## src/rtl/ysyx_22040237_regfile.sv

```systemverilog
// Integer register file x0..x31 for the ysyx_22040237 core.
// Two combinational read ports with write-back bypass, plus a per-register
// in-flight writer scoreboard used for read-after-write hazard detection.
// x0 has no storage: it always reads zero and is never busy.

`ifndef ysyx_22040237_REG_WIDTH
`define ysyx_22040237_REG_WIDTH 64
`endif

module ysyx_22040237_regfile #(
   parameter int SB_W = 2
) (
   input  logic                                  clk,
   input  logic                                  rst,
   input  logic                                  wb_wr_en_i,
   input  logic [4:0]                            wb_idx_i,
   input  logic [`ysyx_22040237_REG_WIDTH-1:0]   wb_data_i,
   input  logic [4:0]                            rs1_idx_i,
   output logic [`ysyx_22040237_REG_WIDTH-1:0]   rs1_data_o,
   output logic                                  rs1_busy_o,
   input  logic [4:0]                            rs2_idx_i,
   output logic [`ysyx_22040237_REG_WIDTH-1:0]   rs2_data_o,
   output logic                                  rs2_busy_o,
   input  logic                                  iss_en_i,
   input  logic [4:0]                            iss_rd_idx_i,
   output logic                                  iss_ready_o,
   input  logic                                  flush_i,
   output logic [`ysyx_22040237_REG_WIDTH-1:0]   dbg_a0_o
);

   localparam int              XLEN    = `ysyx_22040237_REG_WIDTH;
   localparam logic [SB_W-1:0] CNT_MAX = '1;

   logic [XLEN-1:0] regs_q [1:31];
   logic [XLEN-1:0] regs_d [1:31];
   logic [SB_W-1:0] cnt_q  [1:31];
   logic [SB_W-1:0] cnt_d  [1:31];

   // Full 32-entry views with x0 pinned to zero, so index 0 needs no special case.
   logic [XLEN-1:0] regs_rd [0:31];
   logic [SB_W-1:0] cnt_rd  [0:31];
   logic [31:0]     dec_v;

   // Zero-extended storage views and the per-register retire (dec) strobes.
   always_comb begin
      regs_rd[0] = '0;
      cnt_rd[0]  = '0;
      dec_v      = '0;
      for (int r = 1; r < 32; r++) begin
         regs_rd[r] = regs_q[r];
         cnt_rd[r]  = cnt_q[r];
         dec_v[r]   = wb_wr_en_i && (wb_idx_i == 5'(r)) && (cnt_q[r] != '0);
      end
   end

   // Read port 1: zero for x0, then bypass from write-back, then storage.
   always_comb begin
      rs1_data_o = regs_rd[rs1_idx_i];
      if (rs1_idx_i == 5'd0) begin
         rs1_data_o = '0;
      end else if (wb_wr_en_i && (wb_idx_i == rs1_idx_i)) begin
         rs1_data_o = wb_data_i;
      end
   end

   // Read port 2: same resolution as port 1, independently.
   always_comb begin
      rs2_data_o = regs_rd[rs2_idx_i];
      if (rs2_idx_i == 5'd0) begin
         rs2_data_o = '0;
      end else if (wb_wr_en_i && (wb_idx_i == rs2_idx_i)) begin
         rs2_data_o = wb_data_i;
      end
   end

   // Busy looks through a write-back that retires the last pending writer now.
   always_comb begin
      rs1_busy_o = (rs1_idx_i != 5'd0) &&
                   ((cnt_rd[rs1_idx_i] - SB_W'(dec_v[rs1_idx_i])) != '0);
      rs2_busy_o = (rs2_idx_i != 5'd0) &&
                   ((cnt_rd[rs2_idx_i] - SB_W'(dec_v[rs2_idx_i])) != '0);
   end

   // Issue is refused only when the counter is saturated and nothing retires.
   always_comb begin
      iss_ready_o = (iss_rd_idx_i == 5'd0) ||
                    (cnt_rd[iss_rd_idx_i] != CNT_MAX) ||
                    dec_v[iss_rd_idx_i];
   end

   assign dbg_a0_o = regs_q[10];

   // Next-state for register data and scoreboard counters.
   always_comb begin
      for (int r = 1; r < 32; r++) begin
         regs_d[r] = regs_q[r];
         cnt_d[r]  = cnt_q[r];
         if (wb_wr_en_i && (wb_idx_i == 5'(r))) begin
            regs_d[r] = wb_data_i;
         end
         if (flush_i) begin
            cnt_d[r] = '0;
         end else if (iss_en_i && iss_ready_o && (iss_rd_idx_i == 5'(r))) begin
            if (!dec_v[r]) begin
               cnt_d[r] = cnt_q[r] + SB_W'(1);
            end
         end else if (dec_v[r]) begin
            cnt_d[r] = cnt_q[r] - SB_W'(1);
         end
      end
   end

   // State registers; asynchronous reset clears data and counts at once.
   always_ff @(posedge clk or negedge rst) begin
      if (!rst) begin
         for (int r = 1; r < 32; r++) begin
            regs_q[r] <= '0;
            cnt_q[r]  <= '0;
         end
      end else begin
         for (int r = 1; r < 32; r++) begin
            regs_q[r] <= regs_d[r];
            cnt_q[r]  <= cnt_d[r];
         end
      end
   end

endmodule
```

## config.mk

```make
export PLATFORM = sky130hd
export DESIGN_NAME = ysyx_22040237_regfile
export DESIGN_NICKNAME = d
export VERILOG_FILES = /design/src/rtl/ysyx_22040237_regfile.sv
export SDC_FILE = /design/constraint.sdc
export NUM_CORES = 2
export LEC_CHECK = 0
export ABC_AREA = 0
export BUFFER_PORTS_ARGS = -buffer_cell sky130_fd_sc_hd__buf_4
export CAP_MARGIN = 20
export CORE_MARGIN = 2
export CORE_UTILIZATION = 59
export DETAILED_ROUTE_END_ITERATION = 6
export PLACE_DENSITY = 0.76
export SLEW_MARGIN = 20
export SYNTH_ARGS = -nofsm -noshare
export SYNTH_HDL_FRONTEND = slang
export SYNTH_SLANG_ARGS = --single-unit
export TNS_END_PERCENT = 1
```

## constraint.sdc

```tcl
create_clock -name clk -period 4.4 [get_ports clk]
set_input_delay 0.44 -clock clk [delete_from_list [all_inputs] [get_ports clk]]
set_output_delay 0.44 -clock clk [all_outputs]
set_load 0.05 [all_outputs]
```

==> results.md <==
CTS:
- The cell sitting at the root of the clock tree is a sky130_fd_sc_hd__clkbuf_16.
- CTS saw 2046 sinks.
- The clock-pin slew on the worst setup and hold paths is 0.07 ns.
- Counting the buffers created by CTS gives 214.
- The maximum clock path buffer count is 3.
- The latest clock arrival within the worst-skew pair is 0.89 ns.
- Buffers added to address setup during post-CTS repair amount to 0.
- TritonCTS built the clock tree.
- The clock tree synthesis step divided the H-tree into 4 levels.

Synth:
- The dominant synthesized flop cell is sky130_fd_sc_hd__dfrtp_1.
- Each instance of the synthesized netlist takes up on average 12.76 µm².
- The number of nets handed over by synthesis was 8983.
- Of the synthesized area, sequential elements account for 45.11%.
- The share of async-settable or async-resettable flops after synthesis is 100.0%.
- The post-synthesis instance area is 113500 µm².
- The synthesis-stage register bit count is 2046.
- During synthesis, Yosys emitted a total of 0 warnings.
- The synthesized design spends more area on one cell type than any other, namely sky130_fd_sc_hd__dfrtp_1.
- After synthesis, the largest area contributor takes up 45.11% of total cell area.
- Sorting the synthesized cells by area gives the leading types as sky130_fd_sc_hd__dfrtp_1 (45%), sky130_fd_sc_hd__mux4_2 (24%), sky130_fd_sc_hd__mux2_2 (14%), sky130_fd_sc_hd__nand2_1 (6.6%), sky130_fd_sc_hd__clkbuf_1 (2.5%).
- The number of enable-type register cells in the synthesized netlist is 0.
- The count of cell types in the netlist is 73.
- The synthesized instance count is 8894.

Global route:
- Entering global routing, the biggest net connects 173 pins.
- The number of global-route vias before repair is 85490.
- The first global-routing pass estimated 565.8 mm of wire.
- The initial antenna violation count is 12.
- After global routing the overflow that remains totals 0.
- For this run, the total global-route usage over all layers was measured as 39.15%.

Pwr:
- The clock network is responsible for 32.9% of the overall power.
- IR analysis of the VDD net gives a maximum drop of 0.4826 mV.
- For this design the static power due to leakage is 57.41 nW.
- For this design the total switching power over the nets is 17.59 mW.
- The power density over the cells is 460.3 nW/µm².
- Registers are responsible for 43.0% of the overall power.
- The overall power of the completed layout is 58.65 mW.
- The cell internal power dissipation is 41.06 mW.
- The switching part of the total is 29.99%.
- The share of total power dissipated in combinational logic is 24.1%.

Drt:
- The final antenna-violating net count is 0.
- For this run, design rule violations remaining after detail routing come to 1.
- The routed wire length is 383.2 mm.
- The via density per instance is 7.251.
- The routed layout has 83590 vias.
- The per-cell routed wire length is 33.24 µm.
- The detailed router finished its first iteration with 11940 violations.
- The number of detailed-routing iterations run before antenna repair is 7.

Floorplan:
- For this configuration, the core starts out at a cell density of 59.55%.
- From left edge to right edge, the die measures 442.6 µm.
- The die area is 195900 µm².
- For this design the top-level I/O count stands at 284.
- The die extent in y is 442.6 µm.
- In this run the core area contains 160 standard-cell rows.
- The core region is 190600 µm².

Worst hold path:
- The path class of the tightest hold or removal check is in2reg.
- The hold path depth is 3.

Setup path:
- By startpoint and endpoint, the worst setup path is classified as in2out.
- The kind of start point of the critical path is an input port.
- Data arrives at the worst endpoint at 3.67 ns.
- The worst setup path is captured at an output port.
- The required time reported for the critical path endpoint is 3.96 ns.
- The number of cells on the worst reg-to-reg path is 7.
- Along the worst path, the maximum fanout reaches 41.

Timing:
- At the pin with the least slew margin, the transition time is 1.278 ns.
- The headroom to the max-slew limit is 14.61%.
- The final sum of negative setup slack is 0 ns.
- The final-report setup violation count is 0.
- In the post-route analysis, the smallest setup slack over all paths is 0.2948 ns.
- Setup repair after global routing left no endpoint under its margin.
- The count of final hold-check violations is 0.
- The tightest hold path in the finished design has a slack of 0.1223 ns.
- The achievable frequency is 243.6 MHz.
- The count of pins over their slew limit is 0.
- The setup skew after layout is 0.01359 ns.
- After layout, the minimum clock period comes to 4.105 ns.
- The final critical path takes up 93.30% of the cycle.

Layout:
- The count of filler cells inserted in the layout is 12920.
- The library cell used most frequently in the layout, excluding fill and tap cells, is sky130_fd_sc_hd__dfrtp_1.
- The final core utilization is 66.86%.
- The final cell count without fillers is 11530.
- The synthesis-to-layout area growth is 12.28%.
- The library cells used most frequently in the layout, excluding fill and tap cells, are sky130_fd_sc_hd__dfrtp_1 (2046), sky130_fd_sc_hd__nand2_1 (1958), sky130_fd_sc_hd__mux2_2 (1433), sky130_fd_sc_hd__mux4_2 (1207), sky130_fd_sc_hd__buf_4 (487).
- The final standard cell area without fillers is 127400 µm².
- The multi-input gate area in the final layout is 58680 µm².
- Cells with a size suffix above 1 make up 40.83% of the layout.
- The storage element area is 51200 µm².
- For this run, the post-layout net count is 8924.

Place:
- Routability-driven placement finished with a final weighted congestion of 0.9575.
- The total half-perimeter wirelength after legalization and detailed placement is 220.0 mm.
- Before CTS, the worst setup slack after placement is 0.3559 ns.
- The count of buffers added on input and output ports is 283.
- The number of cells after detailed placement is 11060.
- The placed instance area is 119300 µm².

Outcome:
- The checks that failed: design-rule violations.
- The run finished, with violations left.

Job:
- The tool flagged a number of max-cap violations equal to 0.
Yosys cell counts, types with 5 or more instances:
cell,instances
sky130_fd_sc_hd__dfrtp_1,2046
sky130_fd_sc_hd__nand2_1,1981
sky130_fd_sc_hd__mux2_2,1433
sky130_fd_sc_hd__mux4_2,1207
sky130_fd_sc_hd__clkbuf_1,743
sky130_fd_sc_hd__nor2_1,397
sky130_fd_sc_hd__a21oi_1,186
sky130_fd_sc_hd__mux2i_1,122
sky130_fd_sc_hd__nor3_1,122
sky130_fd_sc_hd__buf_1,120
sky130_fd_sc_hd__a22o_1,81
sky130_fd_sc_hd__buf_4,67
sky130_fd_sc_hd__o2bb2ai_1,49
sky130_fd_sc_hd__nand3_1,32
sky130_fd_sc_hd__o21ai_0,28
sky130_fd_sc_hd__buf_2,25
sky130_fd_sc_hd__nor3b_1,21
sky130_fd_sc_hd__o211ai_1,20
sky130_fd_sc_hd__and2_1,18
sky130_fd_sc_hd__nor2b_1,16
sky130_fd_sc_hd__xor2_1,16
sky130_fd_sc_hd__inv_1,14
sky130_fd_sc_hd__o32ai_1,11
sky130_fd_sc_hd__a21o_1,10
sky130_fd_sc_hd__o21a_1,10
sky130_fd_sc_hd__nand2b_1,9
sky130_fd_sc_hd__a211oi_1,7
sky130_fd_sc_hd__a22oi_1,7
sky130_fd_sc_hd__o22ai_1,7
sky130_fd_sc_hd__and3_1,6
sky130_fd_sc_hd__a31oi_1,5
sky130_fd_sc_hd__nand4b_1,5
sky130_fd_sc_hd__nor4_1,5
sky130_fd_sc_hd__xnor2_1,5
cell families after synthesis:
logic type                Yosys count  share of synthesized area, %
muxes                            2762                         39.25
and+or+nand+nor                  2635                         9.188
DFF                              2046                         45.11
buffers and inverters             973                         3.481
AOI/OAI and AO/OA                 457                         2.806
xor gates and xnor gates           21                        0.1621
per-layer routing:
metal	track usage, %	vias to the layer above	wire [µm]
met4	23.12	6	26170
met2	58.55	6213	173500
li1	-	32330	-
met1	51.35	43550	135900
met3	11.39	1494	47570
met5	0	-	41
worst max-delay path, stage by stage:
cell,delay (ns)
sky130_fd_sc_hd__buf_8,0.44
sky130_fd_sc_hd__buf_4,0.34
sky130_fd_sc_hd__nor2b_4,0.08
sky130_fd_sc_hd__buf_12,0.22
sky130_fd_sc_hd__buf_4,0.25
sky130_fd_sc_hd__a22o_1,0.25
sky130_fd_sc_hd__mux4_2,0.45
sky130_fd_sc_hd__mux2i_1,0.13
sky130_fd_sc_hd__nor2_1,0.05
sky130_fd_sc_hd__a21oi_1,0.43
sky130_fd_sc_hd__buf_4,0.20
sky130_fd_sc_hd__nor2_1,0.04
sky130_fd_sc_hd__buf_4,0.20
layout make-up:
type	instances	area share [%]
multi-input combinational	5875	46.05
sequential	2046	40.18
timing repair buffer	682	5.392
clock buffer	308	4.972
tap	2511	2.466
clock inverter	84	0.8710
inverter	16	0.05597
antenna	6	0.01178
path summary, 6_finish.rpt:
| check | from | end | slack [ns] |
|---|---|---|---|
| max | rs1_idx_i[0] | rs1_data_o[39] | 0.29 |
| min | iss_rd_idx_i[2] | cnt_q[37] | 0.12 |
| max reg2reg | cnt_q[1] | cnt_q[0] | 1.45 |
| min reg2reg | regs_q[609] | regs_q[609] | 0.49 |
| max in group asynchronous | rst | regs_q[757] | 2.70 |
| min in group asynchronous | rst | regs_q[1280] | 0.21 |
flip-flops by register name, indices dropped and copies added (netlist names):
register  cells
dbg_a0_o     64
cnt_q        62
regs_q     1920
power groups by stage:
stage / clock (mW) / sequential, mW / combinational (mW)
finish: 19.3 / 25.2 / 14.2
global route: 20.1 / 25.5 / 14.9
CTS: 19.3 / 25.0 / 14.1
detailed placement: 0 / 25.3 / 13.9
global placement: 0 / 24.9 / 13.5
floorplan: 0 / 24.3 / 10.5
repair_timing:
| item | in CTS | in global routing |
|---|---|---|
| hold buffers | 66 | 0 |
| endpoints found under the hold margin | 732 | 0 |
| gates resized for setup | 0 | 0 |
Power figures use the tool's default switching activity.
